--- src/rtl/mult_pkg.sv ---
// ============================================================================
// mult_pkg : shared state encoding and default width for the multiplier
// Rev 1.0  : initial release
// ============================================================================
`default_nettype none

package mult_pkg;

   localparam int MULT_WIDTH = 8;

   typedef enum logic [2:0] {
      IDLE  = 3'd0,
      CLEAR = 3'd1,
      ADD   = 3'd2,
      SHIFT = 3'd3,
      HOLD  = 3'd4
   } state_t;

endpackage

`default_nettype wire

--- src/rtl/mult_iter_counter.sv ---
// ============================================================================
// mult_iter_counter : iteration counter for the add/shift sequence
// Rev 1.0  : initial release
// ============================================================================
`default_nettype none

module mult_iter_counter
   import mult_pkg::*;
#(
   parameter  int WIDTH = MULT_WIDTH,
   localparam int CW    = (WIDTH > 1) ? $clog2(WIDTH) : 1
) (
   input  logic          clk,
   input  logic          rst,
   input  logic          clr,
   input  logic          inc,
   output logic [CW-1:0] count,
   output logic          last
);

   always_ff @(posedge clk) begin
      if (rst || clr)
         count <= '0;
      else if (inc)
         count <= count + CW'(1);
   end

   assign last = (count == CW'(WIDTH - 1));

endmodule

`default_nettype wire

--- src/rtl/mult_seq_ctrl.sv ---
// ============================================================================
// mult_seq_ctrl : sequencing FSM producing datapath strobes for the
//                 signed add-shift multiplier
// Rev 1.0  : initial release
// ============================================================================
`default_nettype none

module mult_seq_ctrl
   import mult_pkg::*;
#(
   parameter  int WIDTH = MULT_WIDTH,
   localparam int CW    = (WIDTH > 1) ? $clog2(WIDTH) : 1
) (
   input  logic Clk,
   input  logic Reset,
   input  logic Run,
   input  logic ClearA_LoadB,
   input  logic M,
   output logic ClearAX,
   output logic LoadB,
   output logic Add,
   output logic Sub,
   output logic Shift,
   output logic Busy,
   output logic Done
);

   state_t          state;
   state_t          state_next;
   logic            cnt_clr;
   logic            cnt_inc;
   logic [CW-1:0]   count;
   logic            last;

   mult_iter_counter #(
      .WIDTH (WIDTH)
   ) u_counter (
      .clk   (Clk),
      .rst   (Reset),
      .clr   (cnt_clr),
      .inc   (cnt_inc),
      .count (count),
      .last  (last)
   );

   always_ff @(posedge Clk) begin
      if (Reset)
         state <= IDLE;
      else
         state <= state_next;
   end

   always_comb begin
      state_next = state;
      ClearAX    = 1'b0;
      LoadB      = 1'b0;
      Add        = 1'b0;
      Sub        = 1'b0;
      Shift      = 1'b0;
      Busy       = 1'b0;
      Done       = 1'b0;
      cnt_clr    = 1'b0;
      cnt_inc    = 1'b0;

      case (state)
         IDLE: begin
            // Load request outranks a start request in the same cycle.
            if (!ClearA_LoadB) begin
               ClearAX = 1'b1;
               LoadB   = 1'b1;
            end else if (!Run) begin
               state_next = CLEAR;
            end
         end
         CLEAR: begin
            ClearAX    = 1'b1;
            Busy       = 1'b1;
            cnt_clr    = 1'b1;
            state_next = ADD;
         end
         ADD: begin
            // The final multiplier bit carries negative weight, so it subtracts.
            Busy       = 1'b1;
            Add        = M & (count != CW'(WIDTH - 1));
            Sub        = M & last;
            state_next = SHIFT;
         end
         SHIFT: begin
            Busy  = 1'b1;
            Shift = 1'b1;
            if (last) begin
               state_next = HOLD;
            end else begin
               cnt_inc    = 1'b1;
               state_next = ADD;
            end
         end
         HOLD: begin
            Done = 1'b1;
            if (Run)
               state_next = IDLE;
         end
         default: begin
            state_next = IDLE;
         end
      endcase
   end

endmodule

`default_nettype wire

--- config.mk ---
export PLATFORM = sky130hd
export DESIGN_NAME = mult_seq_ctrl
export DESIGN_NICKNAME = d
export VERILOG_FILES = /design/src/rtl/mult_pkg.sv /design/src/rtl/mult_iter_counter.sv /design/src/rtl/mult_seq_ctrl.sv
export SDC_FILE = /design/constraint.sdc
export NUM_CORES = 1
export LEC_CHECK = 0
export ABC_CLOCK_PERIOD_IN_PS = 1300
export CAP_MARGIN = 20
export CORE_AREA = 2 2 39 41
export DETAILED_ROUTE_END_ITERATION = 7
export DIE_AREA = 0 0 41 43
export DONT_BUFFER_PORTS = 1
export RECOVER_POWER = 50
export SLEW_MARGIN = 30
export SYNTH_ARGS = -nofsm -noshare
export SYNTH_HDL_FRONTEND = slang
export SYNTH_SLANG_ARGS = --single-unit
--- constraint.sdc ---
create_clock -name Clk -period 1.3 [get_ports Clk]
set_input_delay 0.26 -clock Clk [delete_from_list [all_inputs] [get_ports Clk]]
set_output_delay 0.26 -clock Clk [all_outputs]
set_load 0.01 [all_outputs]
==> results.py, run 1 <==
metrics = {
    "status": {
        "status": "finished with violations",
        "violations": "negative setup slack",
    },
    "routing": {
        "drt-initial-drc-count": 1,
        "first_pass_iters": 3,
        "via_per_inst": 5.02,
        "wl_um": 794,
        "wl_per_cell_um": 12.6,
        "drc": 0,
        "vias": 316,
        "ant_nets": 0,
    },
    "layout": {
        "syn_to_final_growth_pct": 48.1,
        "drive_gt1_frac": 0.511,
        "antenna_cells": 0,
        "final_cells": 63,
        "post-route-util": 0.354,
        "fin_nets": 56,
    },
    "synthesis": {
        "yosysWarnings": 0,
        "synth_ff_type": "dfxtp_1",
        "synth_commonest_cells": "dfxtp_1 (6), a21oi_1 (4), nor2_1 (3)",
        "synth_area_per_cell_um2": 8.69,
        "syn-cell-area_um2": 330,
        "synth-seq-area-share": 0.364,
        "async_flop_share": 0,
        "yosysTopAreaCell": "dfxtp_1",
        "ys_ff_latch": 6,
        "synthDominantCellAreaShare": 0.364,
        "syn_nets": 45,
        "synth_cells": 38,
        "synthTopCellsByArea": "dfxtp_1 (36%), ha_1 (7.6%), a21oi_1 (6.1%)",
        "yosysMostFrequentCell": "dfxtp_1",
        "yosys.cell_types.count": 21,
        "synth_enable_flop_cells": 0,
    },
    "floorplan": {
        "ios": 12,
        "rows": 14,
        "core_area_mm2": 0.00138,
        "die_h_um": 43,
        "fp.dieW_um": 41,
        "initial_core_util": 0.239,
        "die-area_mm2": 0.00176,
    },
    "sta": {
        "hold_viol": 0,
        "holdWs_ns": 0.0660,
        "setup_violations": 8,
        "maxSlewViolCount": 0,
        "slew_headroom": 0.790,
        "rsz0062_at_grt": "true",
        "max_slew.worst_pin.slew_ns": 0.314,
        "clock.fmax_ghz": 0.655,
        "setup_ws_ns": -0.226,
        "fin_crit_sh": 1.17,
        "finClkSkew_ns": 0.00588,
        "fin_crit_ns": 1.53,
    },
    "cts": {
        "cts.path.max_buffers": 2,
        "h-tree-depth": 1,
        "cts_tree": "yes",
        "postCtsHoldBufs": 0,
        "cts_inserted_buffers": 3,
        "insertion_delay_ns": 0.25,
        "clockRootBuffer": "clkbuf_4",
        "cts_sinks": 6,
        "path_clk_slew_ns": 0.05,
    },
    "critical_path": {
        "path_class": "reg2out",
        "required_ns": 1.04,
        "start_kind": "flip-flop",
        "cp.arrival_ns": 1.27,
        "path_max_fanout": 2,
        "cp-end-kind": "output pin",
    },
    "pwr": {
        "power.total_w": 0.000448,
        "p_per_area_mw_per_mm2": 915,
        "ir_drop_v": 0.000236,
        "p_leak_nw": 0.180,
    },
    "place": {
        "dpl.hpwl_um": 462,
        "place_inst": 57,
        "port-buffer-count": 0,
        "place_congestion": 0.698,
    },
    "grt": {
        "grt_max_degree": 9,
        "met1_usage": 0.107,
        "antenna_found_initial": 0,
        "track_usage": 0.101,
        "grt_overflow_total": 0,
        "busiest_layer": "met2",
        "grt_pass1_vias": 301,
        "use_met3": 0.0157,
        "grt_pass1_wl_um": 1150,
        "gr-usage-met2": 0.153,
    },
    "job": {
        "cap_violations": 0,
    },
    "hold_path": {
        "hold_class": "in2reg",
    },
}
==> power breakdown <==
part	internal, W	switching [W]	leakage (nW)
Sequential	0.000189	0.0000113	0.0509
Clock	0.000105	0.0000717	0.0138
Combinational	0.0000368	0.0000344	0.115
==> final timing paths <==
kind / from / endpoint / slack (ns) / cells after the start
setup / recovery: u_counter.count[1] / Add / -0.23 / 4
hold / removal: Reset / u_counter.count[1] / 0.07 / 1
setup reg to reg: u_counter.count[1] / u_counter.count[0] / 0 / 7
hold reg to reg: state[2] / state[0] / 0.46 / 1
==> cells by family (layout without fill, tap and decap cells) <==
logic type,after synthesis,in the layout,share of synthesized area
AND/OR/NAND/NOR,17,17,0.314
AO/OA/AOI/OAI,10,10,0.201
flip-flops,6,6,0.364
buffers and inverters,3,12,0.0455
adder cells (fa/ha/maj),2,2,0.0757
==> routing by layer <==
layer / routed length, um / part of all wire
met2: 419 / 0.53
met3: 36 / 0.045
met4: 18 / 0.023
met1: 320 / 0.40
met5: 0 / 0
==> flip-flops by register name, indices dropped and copies added (netlist names) <==
register and count:
state 3, u_counter.count 3
==> timing repair <==
item | in CTS | in global routing
buffers inserted | 3 | 0
pin swaps | 6 | 4
resized for setup | 11 | 5
cloned | 0 | 0
endpoints found under the setup margin | 6 | 11
hold endpoints to repair | 0 | 0
==> final cells by class <==
cell class              instances  area [um2]
well taps                      16        20.0
clock buffers                   3        22.5
fillers                       148         895
inverters                       2        7.51
repair buffers                  7        60.1
multi-input cells              29         251
flip-flops and latches          6         128
==> stage by stage <==
stage          instance area [um2]  setup slack, ns  setup TNS (ns)
6_report                       489           -0.226          -0.758
4_1_cts                        480           -0.235          -0.408
3_5_place_dp                   383          0.00534               0
3_3_place_gp                   383           0.0177               0
5_1_grt                        489           -0.256           -1.36
2_1_floorplan                  340          0.00478               0
==> critical path: stages, from the launching register on <==
cell,delay [ns]
dfxtp_2,0.33
ha_4,0.16
ha_4,0.15
and2b_1,0.19
and3_4,0.19
==> cell usage in the layout, fill, tap and decap left out, types with 2 or more instances in the layout <==
cell | Yosys | routed
buf_6 | 0 | 2
clkbuf_4 | 0 | 3
and2_1 | 2 | 2
a21oi_1 | 4 | 3
dfxtp_2 | 0 | 3
buf_4 | 1 | 5
o21ai_1 | 1 | 2
ha_4 | 0 | 2
nor2_1 | 3 | 3
nor4_1 | 2 | 2
and3_4 | 0 | 2
inv_1 | 2 | 2
dfxtp_1 | 6 | 2
(Power assumes the default switching activity.)
==> inputs of run 2 (changes only) <==
CTS_BUF_LIST = sky130_fd_sc_hd__clkbuf_4 sky130_fd_sc_hd__clkbuf_8 sky130_fd_sc_hd__clkbuf_16   (was unset)
==> results of run 2 <==
The final DEF is identical to that of run 1; final timing and power are the same.
==> RTL change, RTL diff (config.mk and constraints of run 2) <==
Change the package constant `MULT_WIDTH` from 8 to 16.
--- a/src/rtl/mult_pkg.sv
+++ b/src/rtl/mult_pkg.sv
@@ -6,7 +6,7 @@
 
 package mult_pkg;
 
-   localparam int MULT_WIDTH = 8;
+   localparam int MULT_WIDTH = 16;
 
    typedef enum logic [2:0] {
       IDLE  = 3'd0,
Behaviour: no difference found for any inputs over 10 cycles, from zero or initial values and one cycle with Reset high; that may be too few to reach the edited logic, so the function may still have changed.
==> RTL change against run 2 <==
  * The flow still finishes with violations (negative setup slack)
  * Setup slack improved by 210 ps
  * Maximum frequency increased by 16%
  * Clock skew about the same
  * Core utilization increased by 5.1 points
  * Sequential cell count increased by 1
  * Power increased by 15%
  * Routed wire length increased by 27%
  * Synthesized cell count increased by 16%
  * Final area increased by 14%
  * Sequential share of layout area increased by 0.98 points
  * Synthesized area increased by 14%
  * Count of clock-buffer cells in the layout increased by 1
  * Cell count increased by 13%
  * Largest cell class unchanged
==> RTL change: results (changes against run 2) <==
The number of library cell types mapped by synthesis is 23 (was 21). The arrival time at the worst endpoint is 1060 ps (was 1270 ps). Violated checks: negative setup slack (unchanged).

The global-route wire length before repair is 1590 um (was 1150 um). The maximum number of pins on one net before global-route repair was 8 (was 9). The first-iteration detailed-routing DRC count is 2 (was 1). The final-report setup violation count came out at 2 (was 8). The clock transition time at the flip-flop clock pins of the worst setup and hold paths is 60 ps.

The endpoint of the worst hold-timing path is state[0] (was u_counter.count[1]). Status: finished with violations (unchanged). The synthesis warning total came out at 0 (unchanged). The placed instance area was 424 um^2 (was 383 um^2). The leakage power of the design is 0.000229 uW (was 0.000180 uW).

The CTS root buffer is sky130_fd_sc_hd__clkbuf_4 (unchanged). Largest registers: u_counter.count (4), state (3) (was state (3), u_counter.count (3)). The maximum net fanout on the critical path is 5 (was 2). The number of nets in the final layout came out at 62 (was 56). The sequential element share of the synthesized area is 0.371 (was 0.364). The worst ir drop on vdd came out at 0.599 mV (was 0.236 mV). The worst slack after detailed placement is 34.3 ps (was 5.34 ps). The detailed placement HPWL came out at 624 um (was 462 um). The final RePlAce weighted congestion was 0.711 (was 0.698). The net count after synthesis came to 50 (was 45). The proportion of register bits with asynchronous set or reset after synthesis came out at 0 (unchanged). The average vias per placed instance is 5.27 (was 5.02). The global-route usage over all layers came out at 0.140 (was 0.101). The insertion delay of the later-clocked pin in the worst-skew pair is 250 ps (about the same).

The reg-to-reg setup timing slack is 70 ps (was 0 ps). The aggregate negative setup slack is -28.2 ps (was -758 ps). The final setup skew is 5.73 ps (was 5.88 ps).

The detailed-router iteration count before antenna repair is 4 (was 3). The switching component of the power is 128 uW (was 117 uW). The TritonCTS buffer count is 3 (unchanged). Top cells by instance count after synthesis: sky130_fd_sc_hd__dfxtp_1 (7), sky130_fd_sc_hd__nor2_1 (6), sky130_fd_sc_hd__a21oi_1 (4), sky130_fd_sc_hd__nand3_1 (3), sky130_fd_sc_hd__nor4_1 (3) (was sky130_fd_sc_hd__dfxtp_1 (6), sky130_fd_sc_hd__a21oi_1 (4), sky130_fd_sc_hd__nor2_1 (3)). The wire length per cell after detailed routing came out at 14.2 um (was 12.6 um). The via count of the first global-routing pass is 379 (was 301). The fraction of layout cells with a size suffix above 1 came out at 0.582 (was 0.511). The final critical-path setup slack is -15.6 ps (was -226 ps). Leading cell types by total area after synthesis: sky130_fd_sc_hd__dfxtp_1 (37%), sky130_fd_sc_hd__nor2_1 (6.0%), sky130_fd_sc_hd__a21oi_1 (5.3%), sky130_fd_sc_hd__nand3b_4 (5.3%), sky130_fd_sc_hd__nor4_1 (5.0%) (was sky130_fd_sc_hd__dfxtp_1 (36%), sky130_fd_sc_hd__ha_1 (7.6%), sky130_fd_sc_hd__a21oi_1 (6.1%), sky130_fd_sc_hd__a2111oi_2 (4.5%), sky130_fd_sc_hd__and2_1 (3.8%)). The transition time of the tightest slew-check pin is 256 ps (was 314 ps). The depth of the worst register-to-register path is 4 (was 7).
RTL change: metrics by stage:
stage          instances   util  hold WS, ps  total power, uW
2_1_floorplan         44      -          332              266
3_3_place_gp          64  0.307          337              280
3_5_place_dp          64  0.307          338              280
4_1_cts               71  0.394         57.3              516
5_1_grt               71  0.404         52.5              536
6_report              71  0.404         65.5              513
RTL change: repair_timing:
action                     CTS  global route
hold buffers                 0             0
gates resized for setup     21             5
pin swaps                    5             0
setup endpoints to repair    6             6
buffers inserted             3             0
RTL change: cells by family (layout without fill, tap and decap cells):
logic type / after synthesis / after routing / synth area share
fa+ha+maj: 1 / 1 / 0.0331
buf+inv: 4 / 15 / 0.0596
flops: 7 / 7 / 0.371
simple gates: 21 / 21 / 0.348
compound gates: 11 / 11 / 0.189
RTL change: how the worst max path moves through the flow:
stage	startpoint	to	slack, ps	cells past startpoint
finish	state[2]	Sub	-20	3
CTS	state[2]	Sub	-10	3
detailed placement	u_counter.count[0]	u_counter.count[0]	30	4
floorplan	u_counter.count[0]	u_counter.count[0]	40	4
global placement	u_counter.count[0]	u_counter.count[0]	90	4
global route	state[2]	Sub	-60	3
RTL change: layout make-up:
class / instances / area, um^2
inverters: 3 / 13.8
flip-flops and latches: 7 / 151
well taps: 16 / 20.0
multi-input cells: 33 / 280
fillers: 140 / 825
repair buffers: 8 / 63.8
clock buffers: 4 / 30.0
RTL change: power groups by stage:
stage / Sequential, uW / Clock, uW / Combinational (uW)
3_5_place_dp: 235 / 0 / 44.3
6_report: 230 / 222 / 60.2
4_1_cts: 229 / 229 / 57.5
5_1_grt: 231 / 239 / 66.0
2_1_floorplan: 234 / 0 / 32.6
3_3_place_gp: 236 / 0 / 44.0
RTL change: layer usage:
metal  GRT usage  vias to the layer above  share of wire
met3      0.0942                        2          0.078
met5           0                        -              0
met4      0.0600                        0          0.010
met2       0.216                       11           0.54
li1            -                      187              -
met1       0.139                      174           0.37
RTL change: worst max-delay path: stages (launching register included):
cell and delay (ps):
sky130_fd_sc_hd__dfxtp_2 340, sky130_fd_sc_hd__nand4b_1 170, sky130_fd_sc_hd__buf_4 160, sky130_fd_sc_hd__nor2_4 120
